## config.mk

```make
export PLATFORM = sky130hd
export DESIGN_NAME = fp_normalize_round
export DESIGN_NICKNAME = d
export VERILOG_FILES = /design/src/rtl/fp_normalize_round.sv
export SDC_FILE = /design/constraint.sdc
export NUM_CORES = 1
export LEC_CHECK = 0
export BUFFER_PORTS_ARGS = -buffer_cell sky130_fd_sc_hd__clkbuf_2
export CAP_MARGIN = 30
export CORE_MARGIN = 1.5
export CORE_UTILIZATION = 40
export CTS_BUF_LIST = sky130_fd_sc_hd__clkbuf_4
export DETAILED_ROUTE_END_ITERATION = 8
export SLEW_MARGIN = 20
export SYNTH_ARGS = -nofsm -noshare
export SYNTH_HDL_FRONTEND = slang
export SYNTH_SLANG_ARGS = --single-unit
```

## constraint.sdc

```tcl
create_clock -name clk -period 5.4 [get_ports clk]
set_input_delay 0.27 -clock clk [delete_from_list [all_inputs] [get_ports clk]]
set_output_delay 0.27 -clock clk [all_outputs]
set_load 0.02 [all_outputs]
```

## src/rtl/fp_normalize_round.sv

```systemverilog
// Normalize/round back-end for the FP add/sub datapath: shifts out leading zeros one bit
// per cycle, rounds to nearest-even and emits a packed {sign, exp, fraction} word with flags.
`ifndef EXP_SIZE
`define EXP_SIZE 8
`endif
`ifndef MANTIS_SIZE
`define MANTIS_SIZE 23
`endif

module fp_normalize_round #(
  parameter int EXP_SIZE    = `EXP_SIZE,
  parameter int MANTIS_SIZE = `MANTIS_SIZE
) (
  input  logic                            clk,
  input  logic                            rst,
  input  logic                            in_valid,
  output logic                            in_ready,
  input  logic                            in_sign,
  input  logic [EXP_SIZE-1:0]             in_exp,
  input  logic [MANTIS_SIZE+2:0]          in_mantis,
  input  logic                            in_loss,
  input  logic                            in_operator,
  output logic                            out_valid,
  input  logic                            out_ready,
  output logic [EXP_SIZE+MANTIS_SIZE:0]   out_result,
  output logic                            out_overflow,
  output logic                            out_underflow,
  output logic                            out_inexact
);

  localparam int MW = MANTIS_SIZE + 3;
  localparam logic [EXP_SIZE-1:0] EXP_ONES = {EXP_SIZE{1'b1}};
  localparam logic [EXP_SIZE-1:0] EXP_ONE  = {{(EXP_SIZE-1){1'b0}}, 1'b1};
  localparam logic [EXP_SIZE-1:0] EXP_ZERO = {EXP_SIZE{1'b0}};
  localparam logic [MW-1:0]       MAN_ZERO = {MW{1'b0}};

  typedef enum logic [1:0] {
    IDLE  = 2'd0,
    NORM  = 2'd1,
    ROUND = 2'd2,
    DONE  = 2'd3
  } state_t;

  state_t                        state_r;
  logic                          ready_r;
  logic                          valid_r;
  logic                          sign_r;
  logic                          sticky_r;
  logic                          op_r;
  logic                          skip_r;
  logic                          ovf_r;
  logic                          unf_r;
  logic                          inx_r;
  logic [EXP_SIZE-1:0]           exp_r;
  logic [MW-1:0]                 mantis_r;
  logic [EXP_SIZE+MANTIS_SIZE:0] result_r;
  logic                          res_ovf_r;
  logic                          res_unf_r;
  logic                          res_inx_r;

  logic                          guard_s;
  logic                          rs_s;
  logic                          up_s;
  logic [MANTIS_SIZE+1:0]        sum_s;
  logic [EXP_SIZE-1:0]           rexp_s;
  logic [MANTIS_SIZE-1:0]        rfrac_s;
  logic                          rovf_s;

  assign in_ready      = ready_r;
  assign out_valid     = valid_r;
  assign out_result    = result_r;
  assign out_overflow  = res_ovf_r;
  assign out_underflow = res_unf_r;
  assign out_inexact   = res_inx_r;

  // Round-to-nearest-even of the normalized mantissa; carry-out bumps the exponent
  always_comb begin
    guard_s = mantis_r[1];
    rs_s    = mantis_r[0] | sticky_r;
    up_s    = guard_s & (rs_s | mantis_r[2]);
    sum_s   = {1'b0, mantis_r[MW-1:2]} + {{(MANTIS_SIZE+1){1'b0}}, up_s};
    rexp_s  = exp_r;
    rfrac_s = sum_s[MANTIS_SIZE-1:0];
    rovf_s  = 1'b0;
    if (sum_s[MANTIS_SIZE+1]) begin
      rexp_s  = exp_r + EXP_ONE;
      rfrac_s = {MANTIS_SIZE{1'b0}};
    end else begin
      rexp_s  = exp_r;
    end
    if (rexp_s == EXP_ONES) begin
      rfrac_s = {MANTIS_SIZE{1'b0}};
      rovf_s  = 1'b1;
    end else begin
      rovf_s  = 1'b0;
    end
  end

  // Control FSM with capture, normalization shift and registered result
  always_ff @(posedge clk or posedge rst) begin
    if (rst) begin
      state_r   <= IDLE;
      ready_r   <= 1'b0;
      valid_r   <= 1'b0;
      sign_r    <= 1'b0;
      sticky_r  <= 1'b0;
      op_r      <= 1'b0;
      skip_r    <= 1'b0;
      ovf_r     <= 1'b0;
      unf_r     <= 1'b0;
      inx_r     <= 1'b0;
      exp_r     <= EXP_ZERO;
      mantis_r  <= MAN_ZERO;
      result_r  <= {(EXP_SIZE+MANTIS_SIZE+1){1'b0}};
      res_ovf_r <= 1'b0;
      res_unf_r <= 1'b0;
      res_inx_r <= 1'b0;
    end else begin
      case (state_r)
        IDLE: begin
          if (ready_r && in_valid) begin
            sign_r   <= in_sign;
            exp_r    <= in_exp;
            mantis_r <= in_mantis;
            sticky_r <= in_loss;
            op_r     <= in_operator;
            skip_r   <= 1'b0;
            ovf_r    <= 1'b0;
            unf_r    <= 1'b0;
            inx_r    <= 1'b0;
            ready_r  <= 1'b0;
            state_r  <= NORM;
          end else begin
            ready_r  <= 1'b1;
          end
        end
        NORM: begin
          // Exponent only moves in the shift branch, so exp_r==0 / all-ones can only hold on entry
          if ((mantis_r == MAN_ZERO) || (exp_r == EXP_ZERO)) begin
            sign_r   <= op_r ? 1'b0 : sign_r;
            exp_r    <= EXP_ZERO;
            mantis_r <= MAN_ZERO;
            skip_r   <= 1'b1;
            state_r  <= ROUND;
          end else if (exp_r == EXP_ONES) begin
            mantis_r <= MAN_ZERO;
            ovf_r    <= 1'b1;
            skip_r   <= 1'b1;
            state_r  <= ROUND;
          end else if (mantis_r[MW-1]) begin
            state_r  <= ROUND;
          end else if (exp_r == EXP_ONE) begin
            exp_r    <= EXP_ZERO;
            mantis_r <= MAN_ZERO;
            unf_r    <= 1'b1;
            inx_r    <= (mantis_r != MAN_ZERO) | sticky_r;
            skip_r   <= 1'b1;
            state_r  <= ROUND;
          end else begin
            mantis_r <= {mantis_r[MW-2:0], 1'b0};
            exp_r    <= exp_r - EXP_ONE;
          end
        end
        ROUND: begin
          if (skip_r) begin
            result_r  <= {sign_r, exp_r, {MANTIS_SIZE{1'b0}}};
            res_ovf_r <= ovf_r;
            res_unf_r <= unf_r;
            res_inx_r <= inx_r;
          end else begin
            result_r  <= {sign_r, rexp_s, rfrac_s};
            res_ovf_r <= rovf_s;
            res_unf_r <= 1'b0;
            res_inx_r <= guard_s | rs_s;
          end
          valid_r <= 1'b1;
          state_r <= DONE;
        end
        DONE: begin
          if (out_ready) begin
            valid_r <= 1'b0;
            ready_r <= 1'b1;
            state_r <= IDLE;
          end else begin
            valid_r <= 1'b1;
          end
        end
        default: begin
          state_r <= IDLE;
          ready_r <= 1'b0;
          valid_r <= 1'b0;
        end
      endcase
    end
  end

endmodule

```

# --- Word-level counts from Yosys, hierarchy flattened ---
# Index checks and enable logic that the tools add are counted.
op_classes:
  mux: 53
  eq_ne: 20
  n_bitwise: 5
  add_sub_neg: 3
  n_reduce_logical: 19
op_table:
  columns: ["op", "n"]
  rows:
  - ["2-to-1 mux 26 bit", 5]
  - ["case mux 26 bit (2 select lines)", 1]
  - ["2-to-1 mux 8 bit", 6]
  - ["2-to-1 mux 23 bit", 2]
  - ["2-to-1 mux 31 bit", 1]
  - ["logical NOT 26 bit", 1]
  - ["nonzero test 26 bit", 1]
  - ["adder 24 x 1 -> 25 bit", 1]
  - ["2-to-1 mux 1 bit", 23]
  - ["!= test 2 bit (second input constant)", 9]
  - ["== test 8 bit (second input constant)", 2]
  - ["case mux 8 bit (2 select lines)", 1]
  - ["AND reduction 4 bit", 4]
  - ["case mux 1 bit (2 select lines)", 7]
  - ["2-to-1 mux 2 bit", 6]
  - ["adder 8 x 1 -> 8 bit (second input constant)", 1]
  - ["== test 8 x 1 -> 1 bit (second input constant)", 1]
  - ["logical NOT 8 bit", 1]
  - ["!= test 4 bit (second input constant)", 2]
  - ["case mux 2 bit (4 select lines)", 1]
  - ["subtractor 8 x 1 -> 8 bit (second input constant)", 1]
  - ["!= test 3 bit (second input constant)", 2]
  - ["AND reduction 2 bit", 3]
  - ["AND reduction 3 bit", 2]
  - ["other kinds (10)", 16]
word_totals:
  in_bits: 41
  word_cells: 117
  regBits: 80
  output_inout_bits: 37

# --- Depth between registers and ports, before layout ---
depth:
  word_depth: 8
  depth_mapped: 9
  mapped_depth_nobuf: 8

# --- Least setup slack after synthesis ---
# OpenSTA, ideal clock, no wires.
synth_path:
  path_type: "reg-to-reg"
  start: "register mantis_r[2]"
  end: "register result_r[26] (netlist: out_result[26])"
  setup_ns: 0.125
  synth_period_minus_slack_ns: 2.149
  stages_incl_launch_ff: 9
  arrival_ns: 2.024
  path_buffers: 0
  t_required_ns: 5.275
  slack_ns: 3.251
  cell_sequence: "dfrtp_1 > and2_1 > ha_1 > and3_1 > nand3_2 > nor4_4 > nand2_1 > xnor2_1 > mux2_2"
synth_via:
  elab_chain_cells: 5
synth_rtl:
  columns: ["element", "line_no", "rtl"]
  rows:
  - ["start, declared", "55", "logic [MW-1:0] mantis_r;"]
  - ["start signal, assigned", "124", "mantis_r <= in_mantis;"]
  - ["start signal, assigned", "160", "mantis_r <= {mantis_r[MW-2:0], 1'b0};"]
  - ["OR 1 bit", "80", "up_s = guard_s & (rs_s | mantis_r[2]);"]
  - ["AND 1 bit", "80", null]
  - ["adder 24 x 1 -> 25 bit *", "81", "sum_s = {1'b0, mantis_r[MW-1:2]} + {{(MANTIS_SIZE+1){1'b0}}, up_s};"]
  - ["2-to-1 mux 8 bit *", "85", "if (sum_s[MANTIS_SIZE+1]) begin"]
  - ["2-to-1 mux 31 bit *", "165", "if (skip_r) begin"]
  - ["end signal, assigned", "114", "result_r <= {(EXP_SIZE+MANTIS_SIZE+1){1'b0}};"]
  - ["end signal, assigned", "166", "result_r <= {sign_r, exp_r, {MANTIS_SIZE{1'b0}}};"]
  - ["end signal, assigned", "171", "result_r <= {sign_r, rexp_s, rfrac_s};"]
  - ["end, declared", "56", "logic [EXP_SIZE+MANTIS_SIZE:0] result_r;"]
# Mark *: on every way between the ends. The rest lies on a longest branch, timed or not.
# A chain may end at the register's enable or synchronous reset.

# --- Worst setup path after layout ---
layout_path:
  start: "register mantis_r[1]"
  end: "register mantis_r[17]"
layout_via:
  elab_chain_cells: 4
  word_cells_on_any_way: 6
  classes_between: "1 x eq/ne; 2 x mux; 3 x reduce/logical"
layout_rtl:
  columns: ["element", "line_no", "rtl"]
  rows:
  - ["logical NOT 26 bit *", "139", "if ((mantis_r == MAN_ZERO) || (exp_r == EXP_ZERO)) begin"]
  - ["logical OR 1 bit *", "139", null]
  - ["!= test 4 bit (no source line) or 2-to-1 mux 26 bit (tied branches)", null, null]
  - ["AND reduction 3 bit (no source line) or case mux 26 bit (2 select lines) (tied branches)", null, null]
# Marks and branches as above.

==> results.py <==
metrics = {
    "cts": {
        "post_cts_buffers": 0,
        "clk_latency_ns": 0.46,
        "clk_pin_slew_ns": 0.13,
        "clkSinkCount": 80,
        "cts_hold_buf": 1,
        "cts-root-buf": "clkbuf_4",
        "cts_buffers": 9,
        "ctsLongestPathBuffers": 2,
        "cts_tree": "built",
        "ctsResizeCount": 0,
        "htree_levels": 3,
    },
    "place": {
        "post-place-ws_ns": 2.67,
        "dp_hpwl_mm": 7.62,
        "gp_congestion": 0.863,
        "placed_area_um2": 4840,
        "portBuffers": 77,
    },
    "final_layout": {
        "diodes": 0,
        "nFillCells": 1033,
        "fin_area_um2": 5050,
        "register_area_um2": 2000,
        "drive_above_1_share_pct": 20.6,
        "nNetsFinal": 612,
        "syn_to_final_growth_pct": 15.9,
        "multi_input_comb_area_um2": 2070,
    },
    "grt": {
        "grt_pass1_vias": 3599,
        "grt.overflow.total": 0,
        "grt_max_degree": 51,
        "antenna_found_initial": 0,
        "track_usage_pct": 19.8,
        "grt_pass1_wl_mm": 17.8,
    },
    "critical_path": {
        "start_kind": "flop",
        "critPathMaxFanout": 50,
        "arrival_ns": 3.04,
        "end_kind": "flop",
        "crit_path_max_incr_delay_ns": 0.82,
        "crit_slowest_cell": "o31a_2",
        "cp_data_required_time_ns": 5.69,
        "critPathKind": "reg -> reg",
        "worstPathCellList": "nor4_1 -> nand4_1 -> o21ai_2 -> o31a_2 -> a31oi_1",
    },
    "floorplan": {
        "die_y_um": 107,
        "core-area_um2": 10500,
        "core.rowCount": 37,
        "die_area_um2": 11500,
        "start_util_pct": 41.7,
        "die_x_um": 107,
        "ios": 78,
    },
    "sta": {
        "finalWorstSetupSlack_ns": 2.65,
        "timing.hold.ws_ns": 0.0194,
        "rsz0062_at_grt": "no",
        "post-route-min-period_ns": 2.75,
        "slew_viol_final": 0,
        "max_slew_margin_pct": 41.0,
        "tightest_slew_ns": 0.886,
        "setup_tns_ns": 0,
        "final_hold_viol_count": 0,
        "fin_crit_sh_pct": 50.9,
        "skew_ns": 0.0161,
        "setup_viol": 0,
        "fmax_mhz": 364,
    },
    "logic_synthesis": {
        "synth-simple-area-share_pct": 22.2,
        "ys_seq_area_share_pct": 45.9,
        "syn-num-nets": 545,
        "synth_top_area_cell": "dfrtp_1",
        "synth_cells": 496,
        "synth_area_leaders": "dfrtp_1 46%, nand2_1 7.1%, nor2_1 4.2%",
        "synth_xor_xnor_area_share_pct": 6.03,
        "yosys_warnings": 0,
        "synth_ff_type": "dfrtp_1",
        "yosys.area.top_type_share_pct": 45.9,
        "ys_types": 45,
        "synth_top_family_by_area": "simple AND/OR/NAND/NOR gates",
        "synth_compound_area_share_pct": 14.9,
        "synth_edf_count": 0,
        "synth_mux_area_share_pct": 2.04,
        "ys_seq_elements": 80,
        "avgSynthCellArea_um2": 8.79,
        "netlist_area_um2": 4360,
        "synth_fa_ha_area_share_pct": 2.30,
        "synthArstFlopShare_pct": 100,
    },
    "pwr": {
        "pwr_density_cell_nw_per_um2": 638,
        "p_leak_uw": 0.00223,
        "power_uw": 3220,
        "vdd_drop_max_uv": 210,
    },
    "detailed_routing": {
        "vias": 3728,
        "met1_length_mm": 5.00,
        "drcViolationCount": 0,
        "vias_per_cell": 5.30,
        "routed.top_layer": "met4",
        "drtIter0Drc": 132,
        "dr_wl_met3_um": 390,
        "wl_met2_mm": 4.98,
        "postRouteAntennaNets": 0,
        "wl_per_cell_um": 15.1,
        "drt_wl_total_mm": 10.6,
        "drt_pass1_iterations": 4,
    },
    "run": {
        "cap_violations": 0,
    },
    "worst_hold_path": {
        "hold_class": "in -> reg",
    },
    "status": {
        "status": "finished, final reports clean",
    },
}
metrics by stage:
step                      cells  util [%]
after floorplan             496         -
after global placement      686      46.1
after detailed placement    687      46.3
after CTS                   704      48.3
after global routing        704      48.3
final                       704      48.3
sequential cells by signal, summed over array words and instances (netlist names), 2 cells and up:
name        cells
out_result     32
mantis_r       26
exp_r           8
state_r         2
report_power, final:
part | total (uW) | internal [uW] | leakage, uW | switching (uW)
logic | 1480 | 561 | 0.00116 | 921
registers | 1250 | 899 | 0.000964 | 351
clock network | 492 | 278 | 0.000107 | 214
total | 3220 | 1740 | 0.00223 | 1490
Yosys cell counts (14+ instances only):
cell / count
a21oi_1: 16
a31oi_1: 26
buf_2: 14
dfrtp_1: 80
inv_1: 41
nand2_1: 82
nand3_1: 19
nor2_1: 49
o21ai_0: 14
o22ai_1: 28
xnor2_1: 15
xor2_1: 15
layer usage:
layer  vias to the layer above  track usage, %
li1                       1850               -
met1                      1768            26.8
met2                        89            31.7
met3                        21            2.48
met4                         0            9.21
met5                         -               0
final timing paths:
path                       slack, ns                     from  cells past startpoint                       end
max                             2.65  mantis_r[1]$_DFFE_PP0P_                      5  mantis_r[17]$_DFFE_PP0P_
min                             0.02                  in_sign                      3        sign_r$_DFFE_PP0P_
max reg2reg                     2.65  mantis_r[1]$_DFFE_PP0P_                      5  mantis_r[17]$_DFFE_PP0P_
min reg2reg                     0.51        unf_r$_DFFE_PP0P_                      1         unf_r$_DFFE_PP0P_
max in group asynchronous       4.33                      rst                      5  mantis_r[12]$_DFFE_PP0P_
min in group asynchronous       0.46                      rst                      4  mantis_r[13]$_DFFE_PP0P_
cell families after synthesis:
logic type | Yosys count
multiplexers | 8
AO/OA/AOI/OAI | 101
buffers and inverters | 70
AND/OR/NAND/NOR | 199
adder cells (fa/ha/maj) | 8
flip-flops | 80
XOR/XNOR | 30
critical path: cells and delay by family (launching register included):
kind	cells	cell delay (ns)
AOI/OAI and AO/OA	3	1.51
and+or+nand+nor	2	0.60
DFF	1	0.46
area by class of cell:
type                            instances  area share, %
Multi-Input combinational cell        346           40.9
Sequential cell                        80           39.6
Timing Repair Buffer                   84           8.96
Tap cell                              136           3.37
Inverter                               42           3.15
Clock inverter                          7           2.65
Clock buffer                            9           1.34
layout by cell type, fill, tap and decap left out, types with 4 or more instances in the layout:
cell	count
xor2_1	15
clkbuf_4	9
nor3_1	8
nand2_1	82
clkbuf_2	77
ha_1	8
o22ai_1	28
a21oi_1	16
buf_4	5
nand3_1	19
mux2_2	7
a31oi_1	26
and3_1	4
nand4_1	9
nor4_1	10
inv_1	40
o21ai_0	14
xnor2_1	15
bufinv_16	4
dfrtp_1	80
nor2_1	49
Note: power is estimated with default switching activity, not from simulation.
